## src/rtl/code_lock.sv

```systemverilog
// code_lock: N-digit 2-bit symbol code checker with unlock/fail pulses,
// consecutive-failure counting and a timed lockout after MAX_FAIL failures.
module code_lock #(
  parameter int N_DIGITS = 4,
  parameter logic [2*N_DIGITS-1:0] CODE = 8'b00_11_01_10,
  parameter int MAX_FAIL = 3,
  parameter int LOCKOUT_CYCLES = 16
) (
  input  logic       clk,
  input  logic       reset,
  input  logic       sym_valid,
  input  logic [1:0] sym,
  input  logic       clear,
  output logic       unlock,
  output logic       fail,
  output logic       locked_out,
  output logic [2:0] idx,
  output logic [1:0] fail_cnt
);
  localparam logic ENTRY   = 1'b0;
  localparam logic LOCKOUT = 1'b1;

  logic       r_state;
  logic [2:0] r_idx;
  logic       r_err;
  logic [1:0] r_fail_cnt;
  logic [7:0] r_timer;
  logic       r_unlock;
  logic       r_fail;
  logic [15:0] w_code;
  logic [1:0]  w_digit;
  logic        w_match;
  logic        w_last;
  logic        w_lock_now;

  // Zero-extend so the digit select stays in range for every idx value.
  assign w_code     = 16'(CODE);
  assign w_digit    = w_code[{r_idx, 1'b0} +: 2];
  assign w_match    = sym == w_digit;
  assign w_last     = r_idx == 3'(N_DIGITS - 1);
  assign w_lock_now = ({1'b0, r_fail_cnt} + 3'd1) == 3'(MAX_FAIL);

  always_ff @(posedge clk) begin
    if (reset) begin
      r_state    <= ENTRY;
      r_idx      <= '0;
      r_err      <= 1'b0;
      r_fail_cnt <= '0;
      r_timer    <= '0;
      r_unlock   <= 1'b0;
      r_fail     <= 1'b0;
    end else begin
      r_unlock <= 1'b0;
      r_fail   <= 1'b0;
      if (r_state == ENTRY) begin
        if (clear) begin
          r_idx <= '0;
          r_err <= 1'b0;
        end else if (sym_valid && !w_last) begin
          r_idx <= r_idx + 3'd1;
          r_err <= r_err | ~w_match;
        end else if (sym_valid) begin
          r_idx <= '0;
          r_err <= 1'b0;
          if (!r_err && w_match) begin
            r_unlock   <= 1'b1;
            r_fail_cnt <= '0;
          end else if (w_lock_now) begin
            r_fail     <= 1'b1;
            r_fail_cnt <= '0;
            r_state    <= LOCKOUT;
            r_timer    <= 8'(LOCKOUT_CYCLES - 1);
          end else begin
            r_fail     <= 1'b1;
            r_fail_cnt <= r_fail_cnt + 2'd1;
          end
        end
      end else if (r_timer == 8'd0) begin
        r_state <= ENTRY;
      end else begin
        r_timer <= r_timer - 8'd1;
      end
    end
  end

  assign unlock     = r_unlock;
  assign fail       = r_fail;
  assign locked_out = r_state == LOCKOUT;
  assign idx        = r_idx;
  assign fail_cnt   = r_fail_cnt;
endmodule

```

## config.mk

```make
export PLATFORM = sky130hd
export DESIGN_NAME = code_lock
export DESIGN_NICKNAME = d
export VERILOG_FILES = /design/src/rtl/code_lock.sv
export SDC_FILE = /design/constraint.sdc
export NUM_CORES = 1
export LEC_CHECK = 0
export CAP_MARGIN = 20
export CORE_MARGIN = 4
export CORE_UTILIZATION = 51
export DETAILED_ROUTE_END_ITERATION = 10
export PLACE_DENSITY = 0.87
export SYNTH_ARGS = -nofsm -noshare
export SYNTH_HDL_FRONTEND = slang
export SYNTH_SLANG_ARGS = --single-unit
```

## constraint.sdc

```tcl
create_clock -name clk -period 2.34 [get_ports clk]
set_input_delay 0.351 -clock clk [delete_from_list [all_inputs] [get_ports clk]]
set_output_delay 0.351 -clock clk [all_outputs]
set_load 0.02 [all_outputs]
```

# == Yosys cells after proc, flatten, opt, wreduce, memory -nomap -nowiden ==
# Cells that the tools add are included.
# op_classes
n_addsub,4
n_mul,0
div_mod_pow,0
magnitude_cmp,0
eq_ne,7
shifts,1
mux,24
n_bitwise,6
reduce_logical,12
# op_table
cell,count
8-bit 2-to-1 mux,7
16-bit by 5-bit variable part select with 2-bit output (first input constant),1
1-bit 2-to-1 mux,12
3-bit 2-to-1 mux,3
8-bit zero test,1
8-bit by 1-bit subtractor with 8-bit output (second input constant),1
3-bit by 2-bit equality test with 1-bit output (second input constant),2
2-bit inequality test (second input constant),3
6-bit AND reduction,1
1-bit inverter,5
5-bit OR reduction,1
2-bit 2-to-1 mux,2
4-bit AND reduction,1
2-bit nonzero test,2
2-bit by 1-bit adder with 3-bit output (second input constant),1
3-bit by 1-bit adder with 3-bit output (second input constant),1
3-bit nonzero test,1
2-bit by 1-bit adder with 2-bit output (second input constant),1
2-bit equality test,1
1-bit logical AND,2
1-bit zero test,2
2-bit by 1-bit inequality test with 1-bit output (second input constant),1
2-bit AND reduction,1
1-bit bitwise OR,1
# word_totals
register_bits,17
latchBits,0
ram_bits,0
romBits,0
output_inout_bits,8
elab_cells,61
memories,0

# == Longest topological paths before layout ==
# logic_depth
depth_word,8
depth_mapped,7
ltp_nobuf,7

# == Worst setup path before layout ==
# OpenSTA, ideal clock, no wires.
# synth_timing
kind,register to register
startpoint,"reg r_idx[0], in the netlist idx[0]"
endpoint,"reg r_state, in the netlist locked_out"
arrival_ns,1.824
required_ns,2.269
slack_ns,0.446
stages_incl_launch_ff,8
n_path_buf,0
cell_sequence,dfxtp_1 -> inv_1 -> ha_1 -> nor2b_1 -> xnor2_1 -> a31o_2 -> or2_2 -> a21oi_1
# synth_via
elab_chain_cells,8
# synth_lines
element,line,text
"start, declared",24,logic [2:0] r_idx;
"start signal, assigned",60,r_idx <= r_idx + 3'd1;
16-bit by 5-bit variable part select with 2-bit output,38,"assign w_digit = w_code[{r_idx, 1'b0} +: 2];"
2-bit equality test,39,assign w_match = sym == w_digit;
1-bit logical AND,65,if (!r_err && w_match) begin
1-bit 2-to-1 mux,65,
1-bit 2-to-1 mux,62,end else if (sym_valid) begin
1-bit 2-to-1 mux (*),59,end else if (sym_valid && !w_last) begin
1-bit 2-to-1 mux (*),56,if (clear) begin
1-bit 2-to-1 mux (*),55,if (r_state == ENTRY) begin
"end signal, assigned",45,r_state <= ENTRY;
"end signal, assigned",71,r_state <= LOCKOUT;
"end signal, assigned",79,r_state <= ENTRY;
"end, declared",23,logic r_state;
# Every way passes the cells marked *; elsewhere a longest branch is shown, timed or not.
# A chain may end at the register's enable or synchronous reset.

# == Final worst setup path ==
# layout_timing
startpoint,"reg r_state, in the netlist locked_out"
endpoint,out locked_out
# layout_rtl
element,line,text
"end, declared",16,"output logic locked_out,"
# No word-level cell between the ends.

==> results.sh <==
export IMPL_synth_area_leader_cell="dfxtp_1"
export IMPL_hold_start="idx[0]"
export IMPL_seq_area_um2=340
export IMPL_maxCapViolCount=0
export IMPL_p_per_area_mw_per_mm2=468
export IMPL_synth_ff_type="dfxtp_1"
export IMPL_gp_congestion=0.873
export IMPL_multi_input_area_um2=492
export IMPL_die_w_um=49.6
export IMPL_clkTransAtPathRegs_ns=0.09
export IMPL_vias=808
export IMPL_worstSkewPairLatency_ns=0.29
export IMPL_cts_inserted_buffers=3
export IMPL_layout_drive_gt1_share=0.0750
export IMPL_routed_wl_um=1950
export IMPL_timing_final_setup_violations=0
export IMPL_synth_distinct_cells=32
export IMPL_ant_nets=0
export IMPL_finalMaxSlewViolations=0
export IMPL_async_flop_share=0
export IMPL_grt_pass1_vias=686
export IMPL_start_util=0.559
export IMPL_min_period_over_period=0.849
export IMPL_grtUsageMet2=0.242
export IMPL_yosysSeqAreaShare=0.386
export IMPL_p_total_uw=493
export IMPL_clock_fmax_ghz=0.504
export IMPL_io_pins=14
export IMPL_reg2reg_from="r_timer[0]"
export IMPL_finalSetupTns_ns=0
export IMPL_startpoint="locked_out"
export IMPL_die_area_mm2=0.00246
export IMPL_grt_setup_unrepaired="no"
export IMPL_cts_max_path_buffers=2
export IMPL_grt_first_pass_wirelength_um=3190
export IMPL_layout_filler_cells=136
export IMPL_crit_type="reg2out"
export IMPL_worst_ep_required_time_ns=1.99
export IMPL_cpLargestDelayFamily="buffers and inverters"
export IMPL_post_route_util=0.668
export IMPL_groute_layer_met3_usage=0.0361
export IMPL_core_area_mm2=0.00158
export IMPL_yosysMostFrequentCell="dfxtp_1"
export IMPL_cp_data_arrival_time_ns=1.63
export IMPL_ys_seq_elements=17
export IMPL_final_nets=132
export IMPL_crit_chain="clkdlybuf4s50_1"
export IMPL_tightestPinTransition_ns=0.502
export IMPL_grt_max_degree=16
export IMPL_htreeDepth=1
export IMPL_p_leak_uw=0.000393
export IMPL_io_buffer_count=13
export IMPL_layout_min_cycle_time_ns=1.99
export IMPL_post_drt_via_cell_ratio=5.94
export IMPL_yosys_top_cells_count="17 x dfxtp_1, 10 x inv_1, 9 x nand2_1, 9 x nor2_1, 7 x a21oi_1"
export IMPL_dieHeight_um=49.6
export IMPL_ctsHoldBuffers=0
export IMPL_hold_viol_final=0
export IMPL_place_hpwl_um=1470
export IMPL_synth_area_top_cells="dfxtp_1 39%, ha_1 7.1%, inv_1 4.3%"
export IMPL_post_cts_resized=0
export IMPL_grt_overflow_total=0
export IMPL_syn_area_per_cell_um2=8.47
export IMPL_start_kind="register"
export IMPL_syn_num_nets=115
export IMPL_netlist_area_leader_share=0.386
export IMPL_status="finished, final reports clean"
export IMPL_cts_tree="done"
export IMPL_critPathSlowestCell="clkdlybuf4s50_1"
export IMPL_whs_path_depth=2
export IMPL_diodes=0
export IMPL_syn_area_um2=881
export IMPL_path_buf_inv=1
export IMPL_post_cts_setup_buffer_count=0
export IMPL_synth_edff_count=0
export IMPL_grtUsageMet1=0.234
export IMPL_syn_to_final_growth_pct=19.6
export IMPL_cp_num_cells=1
export IMPL_grtUsageTotal=0.166
export IMPL_core_rowCount=14
export IMPL_relSlewSlack=0.665
export IMPL_max_stage_delay_ns=0.70
export IMPL_drt_iter0_markers=40
export IMPL_drc=0
export IMPL_syn_inst=104
export IMPL_wl_per_cell_um=14.3
export IMPL_worstSetupEndpointType="output port"
export IMPL_hold_class="reg2reg"
export IMPL_cts_root_buf="clkbuf_4"
export IMPL_cp_max_fo=15
export IMPL_ys_warnings_count=0
export IMPL_reg2regPathDepth=6
export IMPL_cts_sinks=17
export IMPL_dr_pass1_iters=4
export IMPL_ir_drop_mv=0.344
export IMPL_fin_skew_ns=0.00376
export IMPL_antenna_found_initial=0
export IMPL_busiest_layer="met2"
==> power breakdown <==
| part | internal (µW) | switching (µW) |
|---|---|---|
| clock network | 66.3 | 90.1 |
| registers | 291 | 2.03 |
| logic | 19.9 | 23.4 |
==> kinds of logic after synthesis <==
logic type | after synthesis | synth area share
simple gates | 40 | 0.233
fa+ha+maj | 5 | 0.0710
xor+xnor | 2 | 0.0199
flops | 17 | 0.386
buf+inv | 12 | 0.0554
compound gates | 27 | 0.223
mux | 1 | 0.0114
==> registers in the layout (all words and copies together), names as in the netlist <==
signal      count
fail            1
unlock          1
idx             3
locked_out      1
fail_cnt        2
r_err           1
r_timer         8
==> stage by stage <==
stage | instance area [µm²] | hold WS [ns] | cells | setup slack, ns
final | 1050 | 0.510 | 136 | 0.354
after global routing | 1050 | 0.541 | 136 | 0.273
after CTS | 1050 | 0.512 | 136 | 0.365
after detailed placement | 1030 | 0.497 | 132 | 0.300
after global placement | 1030 | 0.477 | 132 | 0.376
after floorplan | 881 | 0.420 | 104 | 0.446
==> layout make-up <==
cell class,count,share of cell area
Tap cell,16,0.0190
Timing Repair Buffer,14,0.131
Sequential cell,17,0.323
Multi-Input combinational cell,75,0.467
Clock buffer,4,0.0249
Inverter,10,0.0356
==> routing by layer <==
layer | wire length [µm] | share of wire
met4 | 25 | 0.013
met3 | 117 | 0.060
met2 | 880 | 0.45
met5 | 0 | 0
met1 | 924 | 0.47
==> final timing paths <==
path	end	slack, ns
worst max-delay path	locked_out	0.35
worst min-delay path	idx[0]	0.51
worst max register to register	r_timer[1]	0.42
worst min register to register	idx[0]	0.51
==> cell usage in the layout, fill, tap and decap left out, types with 2 or more instances in the layout <==
master	synthesis	layout
a31oi_1	2	2
nor3_1	5	5
nor2_1	9	9
nor3b_1	2	2
a22oi_1	3	3
o21bai_1	2	2
nand2_1	9	9
ha_1	5	5
nand3_1	5	5
inv_1	10	10
a21oi_1	7	7
nor2b_1	6	6
dfxtp_1	17	17
clkbuf_4	0	3
clkdlybuf4s50_1	0	13
a211oi_1	2	2
o21ai_0	3	3
Power figures use the tool's default switching activity.
